[src/rtl/uart_cmd_assembler_pkg.sv]
// Shared opcode, FSM state and error-code definitions for the UART command assembler.
// UART_CMD_CHECKSUM_EN adds the CSUM state.
package uart_apb_pkg;

    localparam logic [7:0] OP_WR = 8'hA5;
    localparam logic [7:0] OP_RD = 8'h5A;

    typedef enum logic [2:0] {
        S_IDLE  = 3'd0,
        S_ADDR  = 3'd1,
        S_DATA  = 3'd2,
`ifdef UART_CMD_CHECKSUM_EN
        S_CSUM  = 3'd3,
`endif
        S_ISSUE = 3'd4
    } state_e;

    typedef enum logic [2:0] {
        ERR_NONE   = 3'd0,
        BAD_OPCODE = 3'd1,
        TIMEOUT    = 3'd2,
        CHECKSUM   = 3'd3,
        OVERRUN    = 3'd4
    } err_e;

endpackage

[src/rtl/uart_cmd_assembler_if.sv]
// Byte-in / request-out / error-strobe bundle for the UART command assembler.
// master = the assembler, slave = the side feeding bytes and consuming requests.
interface uart_cmd_assembler_if #(
    parameter int unsigned ADDR_BYTES = 2,
    parameter int unsigned DATA_BYTES = 4
);
    logic [7:0]              rx_data;
    logic                    rx_valid;
    logic                    req_valid;
    logic                    req_ready;
    logic                    req_write;
    logic [8*ADDR_BYTES-1:0] req_addr;
    logic [8*DATA_BYTES-1:0] req_wdata;
    logic                    err_valid;
    logic [2:0]              err_code;
    logic                    busy;

    modport master (
        input  rx_data, rx_valid, req_ready,
        output req_valid, req_write, req_addr, req_wdata, err_valid, err_code, busy
    );

    modport slave (
        output rx_data, rx_valid, req_ready,
        input  req_valid, req_write, req_addr, req_wdata, err_valid, err_code, busy
    );
endinterface

[src/rtl/uart_cmd_assembler_rx_timeout_cnt.sv]
// Inter-byte idle counter; expired marks the TIMEOUT_CYC-th consecutive idle cycle
// unless a byte (clear) arrives in that same cycle.
module rx_timeout_cnt #(
    parameter int unsigned TIMEOUT_CYC = 1024
) (
    input  logic clk,
    input  logic rst,
    input  logic enable,
    input  logic clear,
    output logic expired
);
    localparam int unsigned W = $clog2(TIMEOUT_CYC + 1);

    logic [W-1:0] cnt_q, cnt_d;

    always_comb begin
        cnt_d = cnt_q;
        if (clear || !enable) begin
            cnt_d = '0;
        end else if (cnt_q != W'(TIMEOUT_CYC)) begin
            cnt_d = cnt_q + W'(1);
        end
    end

    always_ff @(posedge clk or negedge rst) begin
        if (!rst) begin
            cnt_q <= '0;
        end else begin
            cnt_q <= cnt_d;
        end
    end

    assign expired = enable && !clear && (cnt_q == W'(TIMEOUT_CYC - 1));

endmodule

[src/rtl/uart_cmd_assembler.sv]
// Assembles opcode/address/data byte frames from the UART into read/write requests.
// Optional trailing XOR checksum byte enabled by UART_CMD_CHECKSUM_EN.
module uart_cmd_assembler
    import uart_apb_pkg::*;
#(
    parameter int unsigned ADDR_BYTES  = 2,
    parameter int unsigned DATA_BYTES  = 4,
    parameter int unsigned TIMEOUT_CYC = 1024
) (
    input  logic                 clk,
    input  logic                 rst,
    uart_cmd_assembler_if.master bus
);
    localparam int unsigned AW    = 8 * ADDR_BYTES;
    localparam int unsigned DW    = 8 * DATA_BYTES;
    localparam int unsigned MAXB  = (ADDR_BYTES > DATA_BYTES) ? ADDR_BYTES : DATA_BYTES;
    localparam int unsigned CNT_W = $clog2(MAXB + 1);
`ifdef UART_CMD_CHECKSUM_EN
    localparam state_e S_TAIL = S_CSUM;
`else
    localparam state_e S_TAIL = S_ISSUE;
`endif

    state_e           state_q, state_d;
    logic [CNT_W-1:0] cnt_q, cnt_d;
    logic             write_q, write_d;
    logic [AW-1:0]    addr_q, addr_d;
    logic [DW-1:0]    wdata_q, wdata_d;
    logic             req_valid_q, req_valid_d;
    logic             busy_q, busy_d;
    logic             err_valid_q, err_valid_d;
    err_e             err_code_q, err_code_d;
    logic             take_op;
    logic             tmo_en;
    logic             expired;
`ifdef UART_CMD_CHECKSUM_EN
    logic [7:0]       xor_q, xor_d;
`endif

    always_comb begin
        tmo_en = (state_q == S_ADDR) || (state_q == S_DATA);
`ifdef UART_CMD_CHECKSUM_EN
        if (state_q == S_CSUM) tmo_en = 1'b1;
`endif
    end

    rx_timeout_cnt #(.TIMEOUT_CYC(TIMEOUT_CYC)) u_rx_timeout_cnt (
        .clk     (clk),
        .rst     (rst),
        .enable  (tmo_en),
        .clear   (bus.rx_valid),
        .expired (expired)
    );

    always_comb begin
        state_d     = state_q;
        cnt_d       = cnt_q;
        write_d     = write_q;
        addr_d      = addr_q;
        wdata_d     = wdata_q;
        err_valid_d = 1'b0;
        err_code_d  = err_code_q;
        take_op     = 1'b0;
`ifdef UART_CMD_CHECKSUM_EN
        xor_d       = xor_q;
`endif

        case (state_q)
            S_IDLE: begin
`ifdef UART_CMD_CHECKSUM_EN
                xor_d = '0;
`endif
                take_op = bus.rx_valid;
            end
            S_ADDR: begin
                if (bus.rx_valid) begin
                    addr_d = (addr_q << 8) | AW'(bus.rx_data);
`ifdef UART_CMD_CHECKSUM_EN
                    xor_d = xor_q ^ bus.rx_data;
`endif
                    if (cnt_q == CNT_W'(ADDR_BYTES - 1)) begin
                        cnt_d   = '0;
                        state_d = write_q ? S_DATA : S_TAIL;
                    end else begin
                        cnt_d = cnt_q + CNT_W'(1);
                    end
                end else if (expired) begin
                    err_valid_d = 1'b1;
                    err_code_d  = TIMEOUT;
                    cnt_d       = '0;
                    state_d     = S_IDLE;
                end
            end
            S_DATA: begin
                if (bus.rx_valid) begin
                    wdata_d = (wdata_q << 8) | DW'(bus.rx_data);
`ifdef UART_CMD_CHECKSUM_EN
                    xor_d = xor_q ^ bus.rx_data;
`endif
                    if (cnt_q == CNT_W'(DATA_BYTES - 1)) begin
                        cnt_d   = '0;
                        state_d = S_TAIL;
                    end else begin
                        cnt_d = cnt_q + CNT_W'(1);
                    end
                end else if (expired) begin
                    err_valid_d = 1'b1;
                    err_code_d  = TIMEOUT;
                    cnt_d       = '0;
                    state_d     = S_IDLE;
                end
            end
`ifdef UART_CMD_CHECKSUM_EN
            S_CSUM: begin
                if (bus.rx_valid) begin
                    cnt_d = '0;
                    if (bus.rx_data == xor_q) begin
                        state_d = S_ISSUE;
                    end else begin
                        err_valid_d = 1'b1;
                        err_code_d  = CHECKSUM;
                        state_d     = S_IDLE;
                    end
                end else if (expired) begin
                    err_valid_d = 1'b1;
                    err_code_d  = TIMEOUT;
                    cnt_d       = '0;
                    state_d     = S_IDLE;
                end
            end
`endif
            S_ISSUE: begin
                // A byte on the handshake cycle is already the next frame's opcode.
                if (bus.req_ready) begin
                    state_d = S_IDLE;
                    take_op = bus.rx_valid;
                end else if (bus.rx_valid) begin
                    err_valid_d = 1'b1;
                    err_code_d  = OVERRUN;
                end
            end
            default: begin
                state_d = S_IDLE;
                cnt_d   = '0;
            end
        endcase

        if (take_op) begin
            if ((bus.rx_data == OP_WR) || (bus.rx_data == OP_RD)) begin
                write_d = (bus.rx_data == OP_WR);
                addr_d  = '0;
                wdata_d = '0;
                cnt_d   = '0;
                state_d = S_ADDR;
`ifdef UART_CMD_CHECKSUM_EN
                xor_d   = bus.rx_data;
`endif
            end else begin
                err_valid_d = 1'b1;
                err_code_d  = BAD_OPCODE;
                state_d     = S_IDLE;
            end
        end

        req_valid_d = (state_d == S_ISSUE);
        busy_d      = (state_d != S_IDLE);
    end

    always_ff @(posedge clk or negedge rst) begin
        if (!rst) begin
            state_q     <= S_IDLE;
            cnt_q       <= '0;
            write_q     <= 1'b0;
            addr_q      <= '0;
            wdata_q     <= '0;
            req_valid_q <= 1'b0;
            busy_q      <= 1'b0;
            err_valid_q <= 1'b0;
            err_code_q  <= ERR_NONE;
`ifdef UART_CMD_CHECKSUM_EN
            xor_q       <= '0;
`endif
        end else begin
            state_q     <= state_d;
            cnt_q       <= cnt_d;
            write_q     <= write_d;
            addr_q      <= addr_d;
            wdata_q     <= wdata_d;
            req_valid_q <= req_valid_d;
            busy_q      <= busy_d;
            err_valid_q <= err_valid_d;
            err_code_q  <= err_code_d;
`ifdef UART_CMD_CHECKSUM_EN
            xor_q       <= xor_d;
`endif
        end
    end

    assign bus.req_valid = req_valid_q;
    assign bus.req_write = write_q;
    assign bus.req_addr  = addr_q;
    assign bus.req_wdata = wdata_q;
    assign bus.err_valid = err_valid_q;
    assign bus.err_code  = err_code_q;
    assign bus.busy      = busy_q;

endmodule

[src/flat_wrapper.sv]
// flat-port wrapper written by rule: the top's interface ports become plain ports
module uart_cmd_assembler_flat import uart_apb_pkg::*;
#(
    parameter int unsigned ADDR_BYTES  = 2,
    parameter int unsigned DATA_BYTES  = 4,
    parameter int unsigned TIMEOUT_CYC = 1024
)
  (clk, rst, bus_rx_data, bus_rx_valid, bus_req_ready, bus_req_valid, bus_req_write, bus_req_addr, bus_req_wdata, bus_err_valid, bus_err_code, bus_busy);
  uart_cmd_assembler_if #(.ADDR_BYTES(ADDR_BYTES), .DATA_BYTES(DATA_BYTES)) bus_i ();
  input  logic clk;
  input  logic rst;
  input wire logic [$bits(bus_i.rx_data)-1:0] bus_rx_data;
  input wire logic [$bits(bus_i.rx_valid)-1:0] bus_rx_valid;
  input wire logic [$bits(bus_i.req_ready)-1:0] bus_req_ready;
  output wire logic [$bits(bus_i.req_valid)-1:0] bus_req_valid;
  output wire logic [$bits(bus_i.req_write)-1:0] bus_req_write;
  output wire logic [$bits(bus_i.req_addr)-1:0] bus_req_addr;
  output wire logic [$bits(bus_i.req_wdata)-1:0] bus_req_wdata;
  output wire logic [$bits(bus_i.err_valid)-1:0] bus_err_valid;
  output wire logic [$bits(bus_i.err_code)-1:0] bus_err_code;
  output wire logic [$bits(bus_i.busy)-1:0] bus_busy;
  assign bus_i.rx_data = bus_rx_data;
  assign bus_i.rx_valid = bus_rx_valid;
  assign bus_i.req_ready = bus_req_ready;
  assign bus_req_valid = bus_i.req_valid;
  assign bus_req_write = bus_i.req_write;
  assign bus_req_addr = bus_i.req_addr;
  assign bus_req_wdata = bus_i.req_wdata;
  assign bus_err_valid = bus_i.err_valid;
  assign bus_err_code = bus_i.err_code;
  assign bus_busy = bus_i.busy;
  uart_cmd_assembler #(.ADDR_BYTES(ADDR_BYTES), .DATA_BYTES(DATA_BYTES), .TIMEOUT_CYC(TIMEOUT_CYC)) u_core (.clk(clk), .rst(rst), .bus(bus_i));
endmodule
[config.mk]
export PLATFORM = sky130hd
export DESIGN_NAME = uart_cmd_assembler_flat
export DESIGN_NICKNAME = d
export VERILOG_FILES = /design/src/rtl/uart_cmd_assembler_pkg.sv /design/src/rtl/uart_cmd_assembler_if.sv /design/src/rtl/uart_cmd_assembler_rx_timeout_cnt.sv /design/src/rtl/uart_cmd_assembler.sv /design/src/flat_wrapper.sv
export SDC_FILE = /design/constraint.sdc
export NUM_CORES = 1
export LEC_CHECK = 0
export ABC_CLOCK_PERIOD_IN_PS = 2500
export CORE_MARGIN = 4
export CORE_UTILIZATION = 55
export CTS_CLUSTER_DIAMETER = 60
export DETAILED_ROUTE_END_ITERATION = 6
export GPL_ROUTABILITY_DRIVEN = 0
export MAX_ROUTING_LAYER = met4
export PLACE_DENSITY = 0.82
export RECOVER_POWER = 100
export SETUP_SLACK_MARGIN = 0.3
export SLEW_MARGIN = 20
export SYNTH_ARGS = -nofsm -noshare
export SYNTH_HDL_FRONTEND = slang
export SYNTH_SLANG_ARGS = --single-unit
[constraint.sdc]
create_clock -name clk -period 2.5 [get_ports clk]
set_input_delay 0.5 -clock clk [delete_from_list [all_inputs] [get_ports clk]]
set_output_delay 0.5 -clock clk [all_outputs]
set_load 0.05 [all_outputs]
## Word level (Yosys, flattened, before mapping)

Cells that the tools add are included.

- Register bits: 72
- Input port bits: 12
- Output and inout port bits: 55
- Word-level logic and storage cells: 81

- Add/subtract/negate cells: 2
- Equal/unequal tests: 10
- Mux-type cells: 44
- Bitwise gates (word level): 2
- Reduce and logical (&&, ||, !) cells: 13

Operators with widths:

| kind | count |
|---|---|
| 2-to-1 mux 32 bit | 4 |
| 2-to-1 mux 16 bit | 4 |
| 2-to-1 mux 3 bit | 21 |
| OR 32 x 8 -> 32 bit | 1 |
| 2-to-1 mux 11 bit | 2 |
| OR 16 x 8 -> 16 bit | 1 |
| one-hot mux 3 bit (4 select lines) | 1 |
| adder 11 x 1 -> 11 bit, second input constant | 1 |
| == test 11 x 10 -> 1 bit, second input constant | 1 |
| inequality test 11 bit, second input constant | 1 |
| one-hot mux 3 bit (3 select lines) | 1 |
| == test 8 x 7 -> 1 bit, second input constant | 1 |
| == test 8 bit, second input constant | 1 |
| 2-to-1 mux 1 bit | 8 |
| == test 3 x 1 -> 1 bit, second input constant | 2 |
| == test 3 x 2 -> 1 bit, second input constant | 2 |
| == test 3 bit, second input constant | 2 |
| one-hot mux 3 bit (2 select lines) | 1 |
| one-hot mux 1 bit (2 select lines) | 2 |
| OR reduction 2 bit | 2 |
| adder 3 x 1 -> 3 bit, second input constant | 1 |
| logical NOT 3 bit | 1 |
| logical OR 1 bit | 3 |
| nonzero test 3 bit | 1 |
| other kinds (4) | 6 |

## Logic depth before layout (Yosys ltp)

Gate-level depths: netlist of run 1.

- Depth after elaboration: 9
- Mapped depth: 7

## Cells and area by module

From an unflattened synthesis of run 1, not the netlist that was laid out.

- Cell total of the unflattened synthesis: 367
- Area, all modules: 3397.0 um^2

By module, submodules not included:

| module | times used | cells an instance | area an instance (um^2) |
|---|---|---|---|
| uart_cmd_assembler | 1 | 300 | 2756.4 |
| rx_timeout_cnt | 1 | 67 | 640.6 |

## Worst setup path after synthesis of run 1

No wires, ideal clock.

- Path type: input to register
- From: input bus_rx_data[0]
- To: register u_core.write_q, in the netlist u_core.bus.req_write
- Setup time: 0.127 ns
- Arrival time: 1.431 ns
- Data required time: 2.373 ns
- Setup slack: 0.942 ns
- Stages on the path: 5
- Path buffers: 1
- Path through: nor4bb_1 -> nand2_1 -> a21oi_4 -> buf_6 -> o22ai_1

- Word-level cells in the longest chain between the ends: 3
- Elaborated cells between the ends (all ways): 4
- Those cells by class: eq/ne: 2; reduce/logical: 2

RTL lines:

| element | RTL line | source |
|---|---|---|
| start, declared | flat_wrapper.sv:12 | `input wire logic [$bits(bus_i.rx_data)-1:0] bus_rx_data;` |
| == test 8 bit / == test 8 x 7 -> 1 bit (equally long branches) | uart_cmd_assembler.sv:149, uart_cmd_assembler.sv:150 |  |
| logical OR 1 bit | uart_cmd_assembler.sv:149 | `if ((bus.rx_data == OP_WR) \|\| (bus.rx_data == OP_RD)) begin` |
| AND reduction 2 bit (no source line) | -- |  |
| end signal, assigned | uart_cmd_assembler.sv:186 | `write_q <= write_d;` |
| end, declared | uart_cmd_assembler.sv:26 | `logic write_q, write_d;` |

Parallel ways exist; a longest one is shown, timed or not.
A chain may end at the register's enable or synchronous reset.

## Final worst setup path of run 1

- From: input bus_rx_valid
- To: register u_core.cnt_q[0]

- Word-level cells in the longest chain between the ends: 8
- Elaborated cells between the ends (all ways): 11
- Those cells by class: mux: 8; reduce/logical: 3

RTL lines:

| element | RTL line | source |
|---|---|---|
| start, declared | flat_wrapper.sv:13 | `input wire logic [$bits(bus_i.rx_valid)-1:0] bus_rx_valid;` |
| logical NOT 1 bit | uart_cmd_assembler_rx_timeout_cnt.sv:33 | `assign expired = enable && !clear && (cnt_q == W'(TIMEOUT_CYC - 1));` |
| logical AND 1 bit (2 in a row) | uart_cmd_assembler_rx_timeout_cnt.sv:33 |  |
| 2-to-1 mux 3 bit | uart_cmd_assembler.sv:87, uart_cmd_assembler.sv:106 |  |
| 2-to-1 mux 3 bit (on tied branches) | uart_cmd_assembler.sv:95, uart_cmd_assembler.sv:76 |  |
| one-hot mux 3 bit (3 select lines) | uart_cmd_assembler.sv:68 | `case (state_q)` |
| 2-to-1 mux 3 bit | uart_cmd_assembler.sv:149 |  |
| 2-to-1 mux 3 bit (*) | uart_cmd_assembler.sv:148 | `if (take_op) begin` |
| via u_core.cnt_d[0] | uart_cmd_assembler.sv:25 | `logic [CNT_W-1:0] cnt_q, cnt_d;` |
| end signal, assigned | uart_cmd_assembler.sv:185 | `cnt_q <= cnt_d;` |
| end, declared | uart_cmd_assembler.sv:25 |  |

Mark *: on every way through the listed nets, which the timed path passes. The rest lies on a longest branch.

==> results of run 1 <==
synth_stat cells, types with 2 or more instances:
cell type / instances
sky130_fd_sc_hd__a211oi_1: 2
sky130_fd_sc_hd__a21oi_1: 56
sky130_fd_sc_hd__a31oi_1: 2
sky130_fd_sc_hd__and4_1: 3
sky130_fd_sc_hd__buf_2: 9
sky130_fd_sc_hd__buf_4: 3
sky130_fd_sc_hd__buf_6: 5
sky130_fd_sc_hd__clkbuf_1: 4
sky130_fd_sc_hd__dfrtp_1: 72
sky130_fd_sc_hd__ha_1: 6
sky130_fd_sc_hd__inv_1: 7
sky130_fd_sc_hd__nand2_1: 105
sky130_fd_sc_hd__nand2b_1: 4
sky130_fd_sc_hd__nand3_1: 9
sky130_fd_sc_hd__nand3b_1: 2
sky130_fd_sc_hd__nand4_1: 3
sky130_fd_sc_hd__nor2_1: 14
sky130_fd_sc_hd__nor4_1: 4
sky130_fd_sc_hd__nor4bb_1: 4
sky130_fd_sc_hd__o21ai_0: 4
sky130_fd_sc_hd__o22ai_1: 2
sky130_fd_sc_hd__or3_1: 3
sky130_fd_sc_hd__or3b_1: 2
sky130_fd_sc_hd__xor2_1: 7
kinds of logic after synthesis:
| group | after synthesis | synth area share (%) |
|---|---|---|
| compound gates | 77 | 13.3 |
| simple gates | 166 | 23.6 |
| flops | 72 | 53.0 |
| xor+xnor | 9 | 2.54 |
| buf+inv | 29 | 5.01 |
| mux | 1 | 0.295 |
| fa+ha+maj | 6 | 2.21 |
metal layers:
| metal | share of wire [%] | track usage (%) | vias to the layer above |
|---|---|---|---|
| li1 | - | - | 1352 |
| met1 | 44 | 30.4 | 1381 |
| met2 | 48 | 33.0 | 111 |
| met3 | 6.1 | 3.61 | 19 |
| met4 | 2.1 | 8.78 | 0 |
| met5 | 0 | - | - |
report_power, final:
part	switching [uW]	internal [uW]	total [uW]	leakage, uW
sequential	252	1460	1710	0.000958
clock	416	558	975	0.000103
combinational	1420	635	2060	0.000884
total	2090	2650	4740	0.00194
critical path, delay by kind of cell:
kind	cells	cell delay, ns
compound gates	1	0.29
buf+inv	1	0.74
simple gates	3	0.78
cell type report:
cell class / count / area [um2]
flip-flops and latches: 72 / 1800
fillers: 458 / 1680
multi-input cells: 259 / 1410
repair buffers: 75 / 742
clock buffers: 10 / 128
well taps: 75 / 93.8
clock inverters: 5 / 81.3
inverters: 7 / 26.3
worst max-delay path by stage:
| stage | from | endpoint | slack [ns] | depth (start not counted) |
|---|---|---|---|---|
| 2_1_floorplan | bus_rx_data[0] | u_core.bus.req_write$_DFFE_PN0P_ | 0.94 | 5 |
| 3_3_place_gp | bus_rx_valid | u_core.bus.busy$_DFF_PN0_ | 0.22 | 6 |
| 3_5_place_dp | bus_rx_data[3] | u_core.bus.req_wdata[24]$_DFF_PN0_ | 0.22 | 6 |
| 4_1_cts | u_core.bus.req_wdata[0]$_DFF_PN0_ | bus_req_wdata[0] | 0.42 | 1 |
| 5_1_grt | bus_rx_valid | u_core.cnt_q[1]$_DFF_PN0_ | 0.26 | 5 |
| 6_report | bus_rx_valid | u_core.cnt_q[0]$_DFF_PN0_ | 0.38 | 5 |
state kept, by name, indices dropped and copies added (netlist names):
register                       flops
u_core.bus.req_wdata              32
u_core.u_rx_timeout_cnt.cnt_q     11
u_core.cnt_q                       3
u_core.bus.busy                    1
u_core.bus.req_valid               1
u_core.state_q                     3
u_core.bus.req_addr               16
u_core.bus.err_code                3
u_core.bus.err_valid               1
u_core.bus.req_write               1
through the flow:
| step | instances | power [uW] | util, % | worst slack (ns) | instance area, um2 |
|---|---|---|---|---|---|
| floorplan | 360 | 3150 | - | 0.942 | 3400 |
| global placement | 488 | 3840 | 68.8 | 0.223 | 4100 |
| detailed placement | 488 | 3890 | 68.8 | 0.218 | 4100 |
| CTS | 503 | 4870 | 72.3 | 0.424 | 4310 |
| global route | 503 | 4980 | 71.8 | 0.260 | 4280 |
| finish | 503 | 4740 | 71.8 | 0.383 | 4280 |
==> impl_metrics.ini, run 1 <==
[outcome]
status = finished, violations left
violated_checks = max-capacitance violations, max-slew violations

[clocking]
clock_tree_from_tritoncts = yes
cts_htree_levels = 3
cts.repair.resized = 0
cts_inserted_buffers = 9
clk_pin_slew_ns = 0.07
clock-sinks = 72
clk_latency_ns = 0.34
hold_buffers = 0
cts.repair_timing.setup_buffer_count = 0
cts_root_buffer = sky130_fd_sc_hd__clkbuf_8
clock_tree.buffer_depth = 2

[sta]
final.hold.worst_slack_ns = 0.496
tightestPinTransition_ns = 1.71
maxClockFrequency_mhz = 472
final.min_clock_period_ns = 2.12
report.final.hold_viol_count = 0
slew-limit-headroom_pct = -14.1
post-route-period-util_pct = 84.7
setup_repair_after_global_routing_missed_its_margin = no
slew_viol_final = 73
fin_setup_tns_ns = 0
fin_worst_skew_ns = 0.00924
setup_viol = 0

[worst_setup_path]
worst_ep_required_time_ns = 2.69
critical_path.slowest_cell = sky130_fd_sc_hd__dlygate4sd3_1
crit_path_cell_trace = dlygate4sd3_1, nor4b_2, nand4b_1, a21oi_1, nor4_1
worst-path-max-fanout = 16
worstSetupStartpointType = input port
criticalPathCategory = in2reg
critical_path.endpoint_type = flip-flop
ff2ff_setup_slack_ns = 0.64
crit-reg2reg-launch = u_core.state_q[0]$_DFF_PN0_
worst-r2r-cell-count = 4
worst_r2r_endpoint = u_core.cnt_q[2]$_DFF_PN0_
critPathArrivalTime_ns = 2.31
critical-path-max-stage-delay_ns = 0.74

[layout]
area_delta_synth_final_pct = 26.0
finalNetCount = 442
final_layout_size_suffix_gt1_share_pct = 7.24
insertedDiodeCount = 0
leading_cell_type_in_the_layout_fill_and_taps_excluded = sky130_fd_sc_hd__nand2_1
mostFrequentLayoutCells = 105 x sky130_fd_sc_hd__nand2_1, 72 x sky130_fd_sc_hd__dfrtp_1, 56 x sky130_fd_sc_hd__a21oi_1, 56 x sky130_fd_sc_hd__dlygate4sd3_1, 14 x sky130_fd_sc_hd__nor2_1

[routing]
remaining_drc_errors = 0
wl_um = 7480
route.vias.total = 2863
detailedRoute.firstIterationViolations = 177
wl_per_cell_um = 14.9
vias_per_cell = 5.69
detailedRoute.firstPassIterationCount = 4
antenna_violating_nets_post_route = 0

[global_routing]
grt_first_pass_wirelength_um = 12800
grt_max_degree = 73
grt_pass1_vias = 2686
grt_overflow = 0
antenna_violations_before_repair = 0
global_route.usage.total_pct = 22.1

[floorplanning]
design.portCount = 67
floorplan.core_area_mm2 = 0.00596
fp.dieArea_mm2 = 0.00750
initial_core_util_pct = 57.0
dieWidth_um = 86.6
rows = 28
die_height_um = 86.6

[yosys]
number_of_warnings_issued_by_yosys = 0
ys_ff_latch = 72
synthDominantAreaCellType = sky130_fd_sc_hd__dfrtp_1
avgSynthCellArea_um2 = 9.44
synthesis.instances = 360
synth-main-ff-cell = sky130_fd_sc_hd__dfrtp_1
async_flop_share_pct = 100
synth_edf_count = 0
syn-num-nets = 378
synth_cell_type_count = 52
syn_area_mm2 = 0.00340
synth_top_cell_area_share_pct = 53.0
synth.area.top_cells = sky130_fd_sc_hd__dfrtp_1 53%, sky130_fd_sc_hd__nand2_1 12%, sky130_fd_sc_hd__a21oi_1 8.3%, sky130_fd_sc_hd__ha_1 2.2%, sky130_fd_sc_hd__xor2_1 1.8%
yosysSeqAreaShare_pct = 53.0

[job]
cap_violations = 1

[power]
pwr_density_cell_mw_per_mm2 = 1110
ir_drop_mv = 0.868
p_leak_uw = 0.00194

[hold_path]
hold_path_class = reg2reg
timing.hold.worst_path_depth = 1
timing.hold.worst_endpoint = u_core.bus.err_code[1]$_DFF_PN0_
min_from = u_core.bus.err_code[1]$_DFF_PN0_

[placed_design]
port_buffers = 66
detailed_place_hpwl_um = 4990
No activity file was read; power rests on OpenSTA's default activity.
==> inputs of run 2 (changes only) <==
--- a/config.mk
+++ b/config.mk
@@ -5,14 +5,14 @@
 export SDC_FILE = /design/constraint.sdc
 export NUM_CORES = 1
 export LEC_CHECK = 0
-export ABC_CLOCK_PERIOD_IN_PS = 2500
+export ABC_CLOCK_PERIOD_IN_PS = 2100
 export CORE_MARGIN = 4
-export CORE_UTILIZATION = 55
+export CORE_UTILIZATION = 52
 export CTS_CLUSTER_DIAMETER = 60
 export DETAILED_ROUTE_END_ITERATION = 6
 export GPL_ROUTABILITY_DRIVEN = 0
 export MAX_ROUTING_LAYER = met4
-export PLACE_DENSITY = 0.82
+export PLACE_DENSITY = 0.78
 export RECOVER_POWER = 100
 export SETUP_SLACK_MARGIN = 0.3
 export SLEW_MARGIN = 20
==> constraint.sdc (replaced) <==
create_clock -name clk -period 2.1 [get_ports clk]
set_input_delay 0.42 -clock clk [delete_from_list [all_inputs] [get_ports clk]]
set_output_delay 0.42 -clock clk [all_outputs]
set_load 0.05 [all_outputs]
==> run 2 against run 1 <==
  * The run now ends clean
  * Count of clock-buffer cells in the layout did not move
  * Sequential power grew 19%
  * Wire length is 1.9% higher
  * Clock skew hardly changed
  * Register-to-register slack worse by 0.26 ns
  * First-iteration DRC count shrank 9.6%
  * Clock power is 12% higher
  * Critical path depth is 1 higher
  * Setup slack lost 0.12 ns
  * Die area rose by 5.2%
  * Utilization fell by 4.0 points
  * Global-route usage fell by 0.69 points
  * Critical path type unchanged
  * Largest cell class unchanged
  * Largest power group unchanged
==> impl_metrics.ini, run 2 (synthesized netlist as in run 1, its figures left out) <==
[routing]
antenna_violating_nets_post_route = 0
route.vias.total = 2782
detailedRoute.firstPassIterationCount = 4
remaining_drc_errors = 0
wl_per_cell_um = 14.9
wl_um = 7620
detailedRoute.firstIterationViolations = 160
vias_per_cell = 5.44

[floorplanning]
floorplan.core_area_mm2 = 0.00635
rows = 29
initial_core_util_pct = 53.5
design.portCount = 67
dieWidth_um = 88.8
fp.dieArea_mm2 = 0.00789
die_height_um = 88.8

[sta]
final.setup.worst_slack_ns = 0.268
report.final.hold_viol_count = 0
final.min_clock_period_ns = 1.83
post-route-period-util_pct = 87.3
slew-limit-headroom_pct = 63.8
final.hold.worst_slack_ns = 0.112
fin_setup_tns_ns = 0
setup_viol = 0
maxClockFrequency_mhz = 546
setup_repair_after_global_routing_missed_its_margin = yes
fin_worst_skew_ns = 0.00942
tightestPinTransition_ns = 0.545
slew_viol_final = 0

[worst_setup_path]
worst-path-max-fanout = 22
worst-r2r-cell-count = 4
worst_r2r_endpoint = u_core.bus.busy$_DFF_PN0_
critical_path.endpoint_type = flip-flop
criticalPathCategory = in2reg
critical_path.startpoint = bus_rx_valid
critPathArrivalTime_ns = 2.05
crit-reg2reg-launch = u_core.state_q[0]$_DFF_PN0_
worstSetupStartpointType = input port
worst_ep_required_time_ns = 2.32
ff2ff_setup_slack_ns = 0.38

[outcome]
status = complete, no violations

[clocking]
cts_htree_levels = 3
clock_tree.buffer_depth = 2
clk_pin_slew_ns = 0.08
clk_latency_ns = 0.34
clock-sinks = 72
cts_root_buffer = sky130_fd_sc_hd__clkbuf_8
hold_buffers = 0
clock_tree_from_tritoncts = yes
cts_inserted_buffers = 9

[power]
p_leak_uw = 0.00205
pwr_density_cell_mw_per_mm2 = 1270
ir_drop_mv = 0.971

[global_routing]
grt_overflow = 0
grt_max_degree = 73
grt_first_pass_wirelength_um = 12800
grt_pass1_vias = 2717
antenna_violations_before_repair = 0
global_route.usage.total_pct = 21.4

[layout]
final_layout_size_suffix_gt1_share_pct = 9.68
mostFrequentLayoutCells = 105 x sky130_fd_sc_hd__nand2_1, 69 x sky130_fd_sc_hd__dfrtp_1, 56 x sky130_fd_sc_hd__a21oi_1
largest_reg_flops = 32
leading_cell_type_in_the_layout_fill_and_taps_excluded = sky130_fd_sc_hd__nand2_1
final_cell_area_mm2 = 0.00431
multi_input_area_mm2 = 0.00145
area_delta_synth_final_pct = 26.7
insertedDiodeCount = 0
finalCoreUtilization_pct = 67.8
n_fill_cell = 510
seq_area_mm2 = 0.00181
finalNetCount = 447

[placed_design]
place_ws_ns = -0.0176
port_buffers = 66
dpl_cell_area_mm2 = 0.00416
detailed_place_hpwl_um = 5140

[hold_path]
hold_path_class = in2async

[job]
cap_violations = 0
-- run 2: report_power, final --
| group | switching, uW | total (uW) | internal (uW) |
|---|---|---|---|
| clock | 534 | 1090 | 553 |
| combinational | 1690 | 2350 | 666 |
| sequential | 300 | 2040 | 1740 |
-- run 2: how the worst max path moves through the flow --
| stage | to | cells past startpoint |
|---|---|---|
| floorplan | u_core.bus.busy$_DFF_PN0_ | 6 |
| global placement | u_core.bus.busy$_DFF_PN0_ | 4 |
| detailed placement | u_core.bus.req_write$_DFFE_PN0P_ | 6 |
| CTS | u_core.bus.busy$_DFF_PN0_ | 4 |
| global route | u_core.bus.req_addr[7]$_DFF_PN0_ | 5 |
| finish | u_core.bus.req_write$_DFFE_PN0P_ | 6 |
-- run 2: cell type report --
cell class                 count  area share (%)
timing repair buffer          80            16.9
clock inverter                 6            1.57
sequential                    72            41.9
multi-input combinational    259            33.7
clock buffer                  10            2.96
tap                           77            2.24
inverter                       7           0.610
-- run 2: worst max-delay path: stages --
cell and delay, ns:
sky130_fd_sc_hd__dlygate4sd3_1 0.68, sky130_fd_sc_hd__clkbuf_1 0.24, sky130_fd_sc_hd__nand3_1 0.18, sky130_fd_sc_hd__a21oi_4 0.23, sky130_fd_sc_hd__buf_12 0.19, sky130_fd_sc_hd__o22ai_1 0.10
-- run 2: layer usage --
layer  vias to the layer above  routed length (um)  GRT usage, %
met5                         -                   0             -
met4                         0                  91          7.28
met3                         9                 440          4.10
met2                        76                3750          32.1
met1                      1329                3340          29.3
li1                       1368                   -             -
-- run 2: what timing repair did --
| item | in CTS | in global routing |
|---|---|---|
| buffers inserted | 0 | 0 |
| endpoints found under the setup margin | 58 | 40 |
| pin swaps | 0 | 1 |
| resized for setup | 57 | 5 |
-- run 2: metrics by stage --
step	instances	power, uW
6_report	511	5480
5_1_grt	511	5790
4_1_cts	511	5510
3_5_place_dp	495	4650
3_3_place_gp	495	4590
2_1_floorplan	360	3750
==> inputs of run 3 (changes only) <==
--- a/config.mk
+++ b/config.mk
@@ -6,6 +6,7 @@
 export NUM_CORES = 1
 export LEC_CHECK = 0
 export ABC_CLOCK_PERIOD_IN_PS = 2100
+export CAP_MARGIN = 30
 export CORE_MARGIN = 4
 export CORE_UTILIZATION = 52
 export CTS_CLUSTER_DIAMETER = 60
==> results of run 3 <==
The final DEF is identical to that of run 2; final timing and power are the same.
